<file path="src/rtl/l2_ifill_adapter.sv">
// Icache line-fill to L2 acquire/grant adapter: one get-block acquire per line, grant beats gathered in any order.
// Request-to-acquire 1 cycle, last-beat-to-response 1 cycle; grants are always sunk while a refill is open.
module l2_ifill_adapter #(
  parameter int BEATS   = 4,
  parameter int BEAT_W  = 128,
  parameter int ADDR_W  = 26,
  parameter int TIMEOUT = 1024
) (
  input  logic                      clk_i,
  input  logic                      rstn_i,
  input  logic                      flush_i,
  input  logic                      ifill_req_valid_i,
  input  logic [ADDR_W-1:0]         ifill_req_paddr_i,
  output logic                      ifill_req_ready_o,
  output logic                      ifill_resp_valid_o,
  output logic [BEATS*BEAT_W-1:0]   ifill_resp_data_o,
  output logic [ADDR_W-1:0]         ifill_resp_paddr_o,
  output logic                      ifill_resp_err_o,
  output logic                      acq_valid_o,
  input  logic                      acq_ready_i,
  output logic [ADDR_W-1:0]         acq_addr_block_o,
  output logic                      acq_xact_id_o,
  output logic                      acq_builtin_o,
  output logic [2:0]                acq_a_type_o,
  output logic [16:0]               acq_union_o,
  input  logic                      gnt_valid_i,
  input  logic [BEAT_W-1:0]         gnt_data_i,
  input  logic [$clog2(BEATS)-1:0]  gnt_beat_i,
  input  logic                      gnt_xact_id_i,
  output logic                      gnt_ready_o
);
  localparam int CNT_W = $clog2(TIMEOUT);
  // Abort fires on the idle cycle whose increment would reach TIMEOUT-1.
  localparam logic [CNT_W-1:0] CNT_LAST = CNT_W'(TIMEOUT - 2);

  typedef enum logic [2:0] {S_IDLE, S_ACQ, S_GNT, S_RESP, S_DRAIN} state_t;

  state_t                    state_q, state_d;
  logic                      id_q, id_d;
  logic                      kill_q, kill_d;
  logic                      err_q, err_d;
  logic [BEATS-1:0]          mask_q, mask_d;
  logic [CNT_W-1:0]          cnt_q, cnt_d;
  logic [BEATS*BEAT_W-1:0]   line_q, line_d;
  logic [ADDR_W-1:0]         paddr_q, paddr_d;

  logic             in_gnt, req_fire, acq_fire, beat_acc, line_full, timed_out;
  logic [BEATS-1:0] beat_sel, mask_upd;

  always_comb begin
    in_gnt    = (state_q == S_GNT) || (state_q == S_DRAIN);
    req_fire  = (state_q == S_IDLE) && ifill_req_valid_i && !flush_i;
    acq_fire  = (state_q == S_ACQ) && acq_ready_i;
    beat_acc  = in_gnt && gnt_valid_i && (gnt_xact_id_i == id_q);
    beat_sel  = beat_acc ? (BEATS'(1) << gnt_beat_i) : '0;
    mask_upd  = mask_q | beat_sel;
    line_full = &mask_upd;
    timed_out = in_gnt && !beat_acc && (cnt_q >= CNT_LAST);
  end

  always_ff @(posedge clk_i) begin
    if (!rstn_i) begin
      state_q <= S_IDLE;
    end else begin
      state_q <= state_d;
    end
  end

  always_comb begin
    state_d = state_q;
    unique case (state_q)
      S_IDLE:  if (req_fire) state_d = S_ACQ;
      S_ACQ:   if (acq_ready_i) state_d = (kill_q || flush_i) ? S_DRAIN : S_GNT;
      S_GNT: begin
        if (flush_i)                     state_d = S_DRAIN;
        else if (line_full || timed_out) state_d = S_RESP;
      end
      S_RESP:  state_d = S_IDLE;
      S_DRAIN: if (line_full || timed_out) state_d = S_IDLE;
      default: state_d = S_IDLE;
    endcase
  end

  always_comb begin
    id_d    = id_q;
    kill_d  = kill_q;
    err_d   = err_q;
    mask_d  = mask_q;
    cnt_d   = cnt_q;
    line_d  = line_q;
    paddr_d = paddr_q;
    if (req_fire) begin
      paddr_d = ifill_req_paddr_i;
      kill_d  = 1'b0;
    end
    if ((state_q == S_ACQ) && flush_i) kill_d = 1'b1;
    if (acq_fire) begin
      mask_d = '0;
      cnt_d  = '0;
    end
    if (in_gnt) cnt_d = beat_acc ? '0 : cnt_q + 1'b1;
    if (beat_acc) begin
      mask_d = mask_upd;
      line_d[int'(gnt_beat_i)*BEAT_W +: BEAT_W] = gnt_data_i;
    end
    if ((state_q == S_GNT) && (state_d == S_RESP)) err_d = !line_full;
    // Every way out of a transaction flips the id so stragglers from it are discarded.
    if ((state_q != S_IDLE) && (state_d == S_IDLE)) id_d = !id_q;
  end

  always_ff @(posedge clk_i) begin
    if (!rstn_i) begin
      id_q    <= 1'b0;
      kill_q  <= 1'b0;
      err_q   <= 1'b0;
      mask_q  <= '0;
      cnt_q   <= '0;
      line_q  <= '0;
      paddr_q <= '0;
    end else begin
      id_q    <= id_d;
      kill_q  <= kill_d;
      err_q   <= err_d;
      mask_q  <= mask_d;
      cnt_q   <= cnt_d;
      line_q  <= line_d;
      paddr_q <= paddr_d;
    end
  end

  always_comb begin
    ifill_req_ready_o  = 1'b0;
    ifill_resp_valid_o = 1'b0;
    ifill_resp_data_o  = '0;
    ifill_resp_paddr_o = '0;
    ifill_resp_err_o   = 1'b0;
    acq_valid_o        = 1'b0;
    acq_addr_block_o   = '0;
    acq_xact_id_o      = 1'b0;
    acq_builtin_o      = 1'b0;
    acq_a_type_o       = 3'b000;
    acq_union_o        = 17'b0;
    gnt_ready_o        = 1'b0;
    if (rstn_i) begin
      ifill_req_ready_o  = (state_q == S_IDLE);
      ifill_resp_valid_o = (state_q == S_RESP) && !flush_i;
      ifill_resp_data_o  = line_q;
      ifill_resp_paddr_o = paddr_q;
      ifill_resp_err_o   = err_q;
      acq_valid_o        = (state_q == S_ACQ);
      acq_addr_block_o   = paddr_q;
      acq_xact_id_o      = id_q;
      acq_builtin_o      = 1'b1;
      acq_a_type_o       = 3'b001;
      acq_union_o        = 17'b00000000111000001;
      gnt_ready_o        = in_gnt;
    end
  end

endmodule

</file>
<file path="config.mk">
export PLATFORM = sky130hd
export DESIGN_NAME = l2_ifill_adapter
export DESIGN_NICKNAME = d
export VERILOG_FILES = /design/src/rtl/l2_ifill_adapter.sv
export SDC_FILE = /design/constraint.sdc
export NUM_CORES = 1
export LEC_CHECK = 0
export ABC_AREA = 0
export CORE_AREA = 4 4 288 290
export DETAILED_ROUTE_END_ITERATION = 16
export DIE_AREA = 0 0 292 294
export PLACE_DENSITY = 0.6
export SYNTH_ARGS = -nofsm -noshare
export SYNTH_HDL_FRONTEND = slang
export SYNTH_SLANG_ARGS = --single-unit
</file>
<file path="constraint.sdc">
create_clock -name clk_i -period 5.89 [get_ports clk_i]
set_input_delay 1.178 -clock clk_i [delete_from_list [all_inputs] [get_ports clk_i]]
set_output_delay 1.178 -clock clk_i [all_outputs]
set_load 0.01 [all_outputs]
</file>
==> results of run 1 <==
[cell families (layout without fill, tap and decap cells)]
family | after synthesis | after routing
other | 1 | 16
buffers and inverters | 560 | 1157
DFF | 558 | 558
adders and majority gates | 8 | 8
AOI/OAI and AO/OA | 522 | 522
xor gates and xnor gates | 6 | 6
and+or+nand+nor | 1489 | 1489
[layout make-up]
cell class	instances	share of cell area, %
inverters	263	2.96
repair buffers	777	23.6
clock buffers	97	5.96
multi-input cells	2040	29.5
diodes	1	0.00748
well taps	1060	3.97
clock inverters	20	0.602
flip-flops and latches	558	33.4
[metal layers]
metal | GRT usage, % | part of all wire (%) | vias up
li1 | - | - | 11114
met1 | 25.5 | 42 | 10464
met2 | 32.7 | 46 | 824
met3 | 5.93 | 8.7 | 148
met4 | 7.66 | 3.6 | 0
met5 | 0 | 0 | -
[state kept, by name, indices dropped and copies added (netlist names)]
register,count
cnt_q,10
err_q,1
id_q,1
kill_q,1
line_q,512
mask_q,4
paddr_q,26
state_q,3
[power groups by stage]
stage	Combinational (mW)	Sequential [mW]	Clock, mW
final	0.476	3.80	4.14
after global routing	0.507	3.80	4.39
after CTS	0.481	3.80	4.26
after detailed placement	0.479	3.88	0
after global placement	0.478	3.88	0
after floorplan	0.192	3.87	0
[cells in the final DEF (no fill, tap or decap), types with 12 or more instances in the layout]
master	count
a21oi_1	118
and2_1	285
buf_12	16
buf_4	23
clkbuf_1	12
clkbuf_16	69
clkbuf_8	16
clkdlybuf4s50_1	737
conb_1	15
dfxtp_1	558
inv_1	262
nand2_1	761
nand3_1	392
nor2_1	18
o21ai_0	386
[final timing paths]
| kind | end |
|---|---|
| max | ifill_resp_data_o[410] |
| min | line_q[171]$_SDFFE_PN0P_ |
| max reg2reg | line_q[188]$_SDFFE_PN0P_ |
| min reg2reg | line_q[171]$_SDFFE_PN0P_ |
[critical path, stage by stage]
cell and delay [ns]:
buf_8 0.37, buf_12 0.36, and2_1 0.28, clkdlybuf4s50_1 0.56
==> reports/metrics.cfg, run 1 <==
[logic_synthesis]
synth_fa_ha_area_share_pct = 0.428
postSynthAreaPerCell_um2 = 7.43
synthArstFlopShare_pct = 0
ys_ff_latch = 558
synth_compound_gate_area_share_pct = 11.5
synth_most_common_cell = nand2_1
yosysWarnings = 0
yosys.area_share.simple_pct = 29.5
synth_top_area_share_pct = 47.8
synth_cell_types = 45
muxShareOfSynthArea_pct = 0
ys.flop_type = dfxtp_1
netlist_top_cells_area = dfxtp_1, nand2_1, nand3_1
synth_top_family_by_area = simple AND/OR/NAND/NOR gates
synth_edf_count = 0
synthCells = 3144
yosysSeqAreaShare_pct = 47.8
netlist_area_um2 = 23400
synth_common_cells = nand2_1, dfxtp_1, nand3_1, o21ai_0, and2_1
synth_xor_area_share_pct = 0.337
synth_top_area_cell = dfxtp_1

[power]
ir_drop_mv = 0.186
comb_power_share_pct = 5.7
p_int_mw = 6.40
clockPowerShare_pct = 49.2
power.leakage_nw = 14.0
power.total_mw = 8.41
switching_share_pct = 23.9
p_seq_share_pct = 45.2
power.density_nw_per_um2 = 251
p_sw_mw = 2.01

[worst_setup_path]
timing.rr.start = state_q[1]$_SDFF_PN0_
critPathArrivalTime_ns = 2.94
critPathMaxFanout = 95
cp-end-kind = output pin
ff2ff_setup_slack_ns = 2.86
rr_worst_depth = 6
worstSetupStartpointType = primary input
startpoint = rstn_i
critPathRequiredTime_ns = 4.71
crit_type = in -> out

[routing]
vias_per_cell = 4.68
route.detailed.drc = 0
drtPass1Iterations = 5
via_count = 22550
dr.first_iter.drc_count = 1400
wl_um = 91200
antenna_left = 0
wl_per_cell_um = 18.9

[clock_network]
postCtsHoldBufs = 0
cts-htree-levels = 3
clk_pin_slew_ns = 0.05
cts_root_buf = clkbuf_16
clk_latency_ns = 0.59
clock_sinks = 558
cts.path.max_buffers = 3
cts_buffers = 66
cts_resized = 0
cts_setup_buffers = 0
cts_tree = done

[placed_design]
placed_cells = 4698
io_buffers = 738
hpwlAfterDp_um = 60400
gp_congestion = 0.830
place_area_um2 = 31200
pre_cts_ws_ns = 1.67

[global_routing]
grt_usage_pct = 20.2
grt_pass1_vias = 21521
grt.overflow.total = 0
antenna_found_initial = 1
grt_pass1_wl_um = 136000
grt_max_degree = 135

[floorplanning]
ios = 754
die_h_um = 294
die-area_um2 = 85800
die_w_um = 292
core_region_area_um2 = 80300
start_util_pct = 29.1
fp-row-count = 104

[worst_hold_path]
hp-start = line_q[171]$_SDFFE_PN0P_
hold_path.class = reg -> reg
hold_path_depth = 2

[sta]
rsz0062_at_grt = no
period_share_pct = 69.9
fin_tns_setup_ns = 0
setup-violations-final = 0
maxClockFrequency_ghz = 0.243
tightest_slew_ns = 1.18
holdWs_ns = 0.445
max_slew_margin_pct = 21.0
layout_setup_ws_ns = 1.77
finClkSkew_ns = 0.0169
hold_viol = 0
drv_slew = 0
min_period_ns = 4.12

[finish]
area_growth_syn_to_layout_pct = 43.1
final_cells = 4816
multi_input_area_um2 = 9870
final_nets = 3877
post-route-cell-area_um2 = 33400
final-seq-area_um2 = 11200
fillerInstances = 8257
drive_above_1_share_pct = 4.39
final_util_pct = 41.6

[job]
cap_violations = 0

[status]
status = complete, no violations

(Power assumes the default switching activity.)
==> run 2, diff against run 1 <==
==> constraint.sdc (replaced) <==
create_clock -name clk_i -period 3.9 [get_ports clk_i]
set_input_delay 0.78 -clock clk_i [delete_from_list [all_inputs] [get_ports clk_i]]
set_output_delay 0.78 -clock clk_i [all_outputs]
set_load 0.01 [all_outputs]
==> reports/metrics.cfg, run 2 (synthesized netlist as in run 1, its figures left out) <==
[worst_setup_path]
cp-end-kind = output pin
max_stage_delay_ns = 0.53
rr_worst_depth = 7
worstSetupStartpointType = register
path_depth = 4
cp_top_family = buffers and inverters
critPathArrivalTime_ns = 2.42
crit_path_top_delay_cell = nor3b_1
critPathRequiredTime_ns = 3.12
crit_buf_inv = 2
ff2ff_setup_slack_ns = 1.31
critPathMaxFanout = 18
timing.rr.start = state_q[1]$_SDFF_PN0_
crit_type = reg -> out
r2r_end = line_q[228]$_SDFFE_PN0P_
startpoint = state_q[0]$_SDFF_PN0_
cp_cell_sequence = buf_4 -> nor3b_1 -> and2_1 -> clkdlybuf4s50_1

[clock_network]
clk_pin_slew_ns = 0.06
postCtsHoldBufs = 0
cts_root_buf = clkbuf_16
clock_sinks = 558
cts_resized = 0
clk_latency_ns = 0.59
cts_setup_buffers = 0
cts_tree = done
cts_buffers = 66
cts.path.max_buffers = 3
cts-htree-levels = 3

[global_routing]
antenna_found_initial = 4
grt_usage_pct = 20.0
grt_max_degree = 109
grt_pass1_vias = 21651
grt_pass1_wl_um = 136000
grt.overflow.total = 0

[finish]
final_cell_mix = nand2_1, clkdlybuf4s50_1, dfxtp_1, nand3_1, o21ai_0
largest_reg_flops = 512
final_nets = 3915
fillerInstances = 8280
drive_above_1_share_pct = 5.38
regMostFlops = line_q
top_regs = line_q x512, paddr_q x26, cnt_q x10
layout_commonest_cell = nand2_1
area_growth_syn_to_layout_pct = 45.2
final_cells = 4855

[sta]
tightest_slew_ns = 0.973
maxClockFrequency_ghz = 0.312
min_period_ns = 3.20
hold_viol = 0
finClkSkew_ns = 0.0256
setup-violations-final = 0
drv_slew = 0
max_slew_margin_pct = 35.1
period_share_pct = 82.2
holdWs_ns = 0.447
rsz0062_at_grt = no
fin_tns_setup_ns = 0

[placed_design]
gp_congestion = 0.820
hpwlAfterDp_um = 62700
placed_cells = 4736
io_buffers = 738

[routing]
drtPass1Iterations = 6
via_count = 22590
wl_per_cell_um = 18.6
vias_per_cell = 4.65
route.detailed.drc = 0
dr.first_iter.drc_count = 1275
antenna_left = 0
wl_um = 90400

[floorplanning]
ios = 754
die_w_um = 292
fp-row-count = 104
start_util_pct = 29.1
die_h_um = 294
die-area_um2 = 85800
core_region_area_um2 = 80300

[job]
cap_violations = 0

[power]
power.leakage_nw = 14.3
ir_drop_mv = 0.257
power.density_nw_per_um2 = 377

[worst_hold_path]
hold_path.class = reg -> reg
hp-start = line_q[139]$_SDFFE_PN0P_
hold_path_depth = 2
hold_path_end = line_q[139]$_SDFFE_PN0P_

[status]
status = complete, no violations

[run 2: changes by cell type in the layout (fill, tap and decap cells not counted)]
cell        previous run  this run
buf_12                16        30
buf_4                 23        47
bufinv_16              2         4
clkbuf_1              12        10
clkbuf_16             69        68
clkinv_2              11         9
clkinv_8               2         3
clkinvlp_4             1         2
diode_2                1         3
inv_16                 1         0
inv_6                  3         4
[run 2: stage by stage]
| stage | setup slack, ns | area (um^2) | utilization, % | power [mW] |
|---|---|---|---|---|
| 2_1_floorplan | 1.26 | 23400 | - | 6.14 |
| 3_3_place_gp | 0.642 | 31700 | 39.5 | 6.62 |
| 3_5_place_dp | 0.563 | 31700 | 39.5 | 6.62 |
| 4_1_cts | 0.626 | 33900 | 42.3 | 13.0 |
| 5_1_grt | 0.511 | 33900 | 42.3 | 13.3 |
| 6_report | 0.695 | 33900 | 42.3 | 12.8 |
[run 2: worst max-delay path by stage]
stage | end | slack, ns
after floorplan | ifill_resp_paddr_o[0] | 1.26
after global routing | acq_valid_o | 0.51
after CTS | acq_valid_o | 0.63
final | acq_valid_o | 0.70
after detailed placement | line_q[287]$_SDFFE_PN0P_ | 0.56
after global placement | line_q[266]$_SDFFE_PN0P_ | 0.64
[run 2: layout make-up]
| cell class | instances | area, um^2 | area share [%] |
|---|---|---|---|
| flip-flops and latches | 558 | 11200 | 32.9 |
| inverters | 263 | 990 | 2.92 |
| diodes | 3 | 7.51 | 0.0221 |
| clock buffers | 94 | 1960 | 5.77 |
| repair buffers | 815 | 8350 | 24.6 |
| well taps | 1060 | 1330 | 3.91 |
| clock inverters | 22 | 264 | 0.778 |
| multi-input cells | 2040 | 9870 | 29.1 |
[run 2: worst min-delay path, stage by stage, from the launching register on]
cell,delay (ns)
dfxtp_1,0.30
nand2_1,0.05
a21oi_1,0.05
[run 2: metal layers]
layer	global-route usage, %	up-vias	part of all wire [%]
met4	6.65	0	3.0
met1	25.1	10477	42
met5	0	-	0
li1	-	11185	-
met3	5.61	142	8.2
met2	33.3	786	47
[run 2: power breakdown]
group          switching, mW  internal [mW]
clock network           2.53           3.78
registers            0.00939           5.72
logic                  0.475          0.280
total                   3.02           9.78
==> run 3, diff against run 2 <==
--- a/config.mk
+++ b/config.mk
@@ -6,10 +6,10 @@
 export NUM_CORES = 1
 export LEC_CHECK = 0
 export ABC_AREA = 0
-export CORE_AREA = 4 4 288 290
+export CORE_AREA = 4 4 296 298
 export DETAILED_ROUTE_END_ITERATION = 16
-export DIE_AREA = 0 0 292 294
-export PLACE_DENSITY = 0.6
+export DIE_AREA = 0 0 300 302
+export PLACE_DENSITY = 0.59
 export SYNTH_ARGS = -nofsm -noshare
 export SYNTH_HDL_FRONTEND = slang
 export SYNTH_SLANG_ARGS = --single-unit
==> constraint.sdc (replaced) <==
create_clock -name clk_i -period 2.6 [get_ports clk_i]
set_input_delay 0.52 -clock clk_i [delete_from_list [all_inputs] [get_ports clk_i]]
set_output_delay 0.52 -clock clk_i [all_outputs]
set_load 0.01 [all_outputs]
==> reports/metrics.cfg, run 3 (synthesized netlist as in run 1, its figures left out) <==
[worst_setup_path]
crit_buf_inv = 4
crit_type = in -> out
rr_worst_depth = 7
cp_cell_sequence = buf_8 -> buf_12 -> buf_12 -> and2_1 -> clkdlybuf4s50_1
path_depth = 5
ff2ff_setup_slack_ns = 0.54
critPathMaxFanout = 44
timing.rr.start = state_q[1]$_SDFF_PN0_
critPathArrivalTime_ns = 1.93
startpoint = rstn_i
critPathRequiredTime_ns = 2.08
cp-endpoint = ifill_resp_data_o[414]
cpMostUsedCell = buf_12
crit_path_top_delay_cell = clkdlybuf4s50_1
cp_top_family = buffers and inverters
r2r_end = line_q[466]$_SDFFE_PN0P_
worstSetupStartpointType = primary input
cp-end-kind = output pin
max_stage_delay_ns = 0.57

[worst_hold_path]
hold_path.class = in -> reg
hp-start = rstn_i

[floorplanning]
die-area_um2 = 90600
core_region_area_um2 = 84900
die_h_um = 302
fp-row-count = 107
start_util_pct = 27.5
ios = 754
die_w_um = 300

[global_routing]
grt_pass1_vias = 21867
grt_usage_pct = 19.4
grt_pass1_wl_um = 137000
grt.overflow.total = 0
grt_max_degree = 130
antenna_found_initial = 0

[clock_network]
cts_resized = 3
clock_sinks = 558
cts_buffers = 67
clk_latency_ns = 0.59
cts.path.max_buffers = 3
cts-htree-levels = 3
clk_pin_slew_ns = 0.06
postCtsHoldBufs = 0
cts_root_buf = clkbuf_16
cts_setup_buffers = 0
cts_tree = done

[power]
p_sw_mw = 4.59
p_seq_share_pct = 45.2
ir_drop_mv = 0.464
power.leakage_nw = 14.7
p_int_mw = 14.4
comb_power_share_pct = 6.3
power.density_nw_per_um2 = 548
switching_share_pct = 24.2
clockPowerShare_pct = 48.4

[finish]
drive_above_1_share_pct = 7.05
layout_commonest_cell = nand2_1
area_growth_syn_to_layout_pct = 48.3
final_util_pct = 40.8
final_nets = 3980
regMostFlops = line_q
n_antenna_cell = 0
top_regs = line_q x512, paddr_q x26, cnt_q x10
largest_reg_flops = 512
final_cells = 5003
final_cell_mix = nand2_1, clkdlybuf4s50_1, dfxtp_1, nand3_1, o21ai_0

[routing]
via_count = 22970
dr.first_iter.drc_count = 1255
wl_um = 91900
vias_per_cell = 4.59
drtPass1Iterations = 5
antenna_left = 0
wl_per_cell_um = 18.4
route.detailed.drc = 0

[sta]
hold_viol = 0
finClkSkew_ns = 0.0239
max_slew_margin_pct = 37.4
setup-violations-final = 0
holdWs_ns = 0.340
drv_slew = 0
period_share_pct = 94.3
rsz0062_at_grt = no
tightest_slew_ns = 0.939
min_period_ns = 2.45
layout_setup_ws_ns = 0.148
maxClockFrequency_ghz = 0.408

[job]
cap_violations = 0

[placed_design]
pre_cts_ws_ns = -0.126
placed_cells = 4884
gp_congestion = 0.827
hpwlAfterDp_um = 65800
io_buffers = 738

[status]
status = complete, no violations

run 3: cell count changes in the layout (fill, tap and decap cells not counted), moves of 3 or more:
cell	previous run	this run
buf_4	47	95
clkinv_2	9	15
dfxtp_1	558	555
bufinv_16	4	1
clkbuf_1	10	14
diode_2	3	0
buf_12	30	46
clkbuf_8	16	10
run 3: area by class of cell:
cell class / count / area, um^2
fill: 8717 / 50200
clock inverter: 25 / 206
sequential: 558 / 11200
timing repair buffer: 879 / 9030
tap: 1144 / 1430
multi-input combinational: 2040 / 9880
inverter: 263 / 990
clock buffer: 94 / 1940
run 3: routing by layer:
layer / vias up / part of all wire [%] / GRT usage, %
li1: 11330 / - / -
met1: 10679 / 42 / 24.1
met2: 808 / 46 / 32.2
met3: 153 / 8.4 / 5.73
met4: 0 / 2.9 / 6.30
met5: - / 0 / 0
run 3: worst min-delay path by stage:
stage / cells after the start / slack [ns] / endpoint
2_1_floorplan: 1 / 0.42 / cnt_q[8]$_SDFFE_PN0P_
3_3_place_gp: 2 / 0.43 / line_q[234]$_SDFFE_PN0P_
3_5_place_dp: 2 / 0.44 / line_q[186]$_SDFFE_PN0P_
4_1_cts: 4 / 0.29 / line_q[389]$_SDFFE_PN0P_
5_1_grt: 4 / 0.35 / line_q[389]$_SDFFE_PN0P_
6_report: 4 / 0.34 / line_q[389]$_SDFFE_PN0P_
run 3: per-stage QoR:
stage | power [mW] | setup TNS [ns] | instance area (um^2)
after global routing | 19.6 | 0 | 34700
after global placement | 10.0 | -2.13 | 32500
after CTS | 19.3 | 0 | 34600
after floorplan | 9.21 | 0 | 23400
after detailed placement | 9.99 | -8.26 | 32500
final | 19.0 | 0 | 34700
run 3: power by group through the flow:
| stage | sequential [mW] | clock, mW | combinational (mW) |
|---|---|---|---|
| after detailed placement | 8.78 | 0 | 1.21 |
| after CTS | 8.59 | 9.45 | 1.21 |
| after global routing | 8.59 | 9.77 | 1.28 |
| final | 8.59 | 9.20 | 1.21 |
| after floorplan | 8.77 | 0 | 0.435 |
| after global placement | 8.78 | 0 | 1.21 |
run 3: worst min-delay path, stage by stage:
cell and delay, ns:
buf_8 0.11, and2_1 0.15, nand2_1 0.05, o21ai_0 0.05
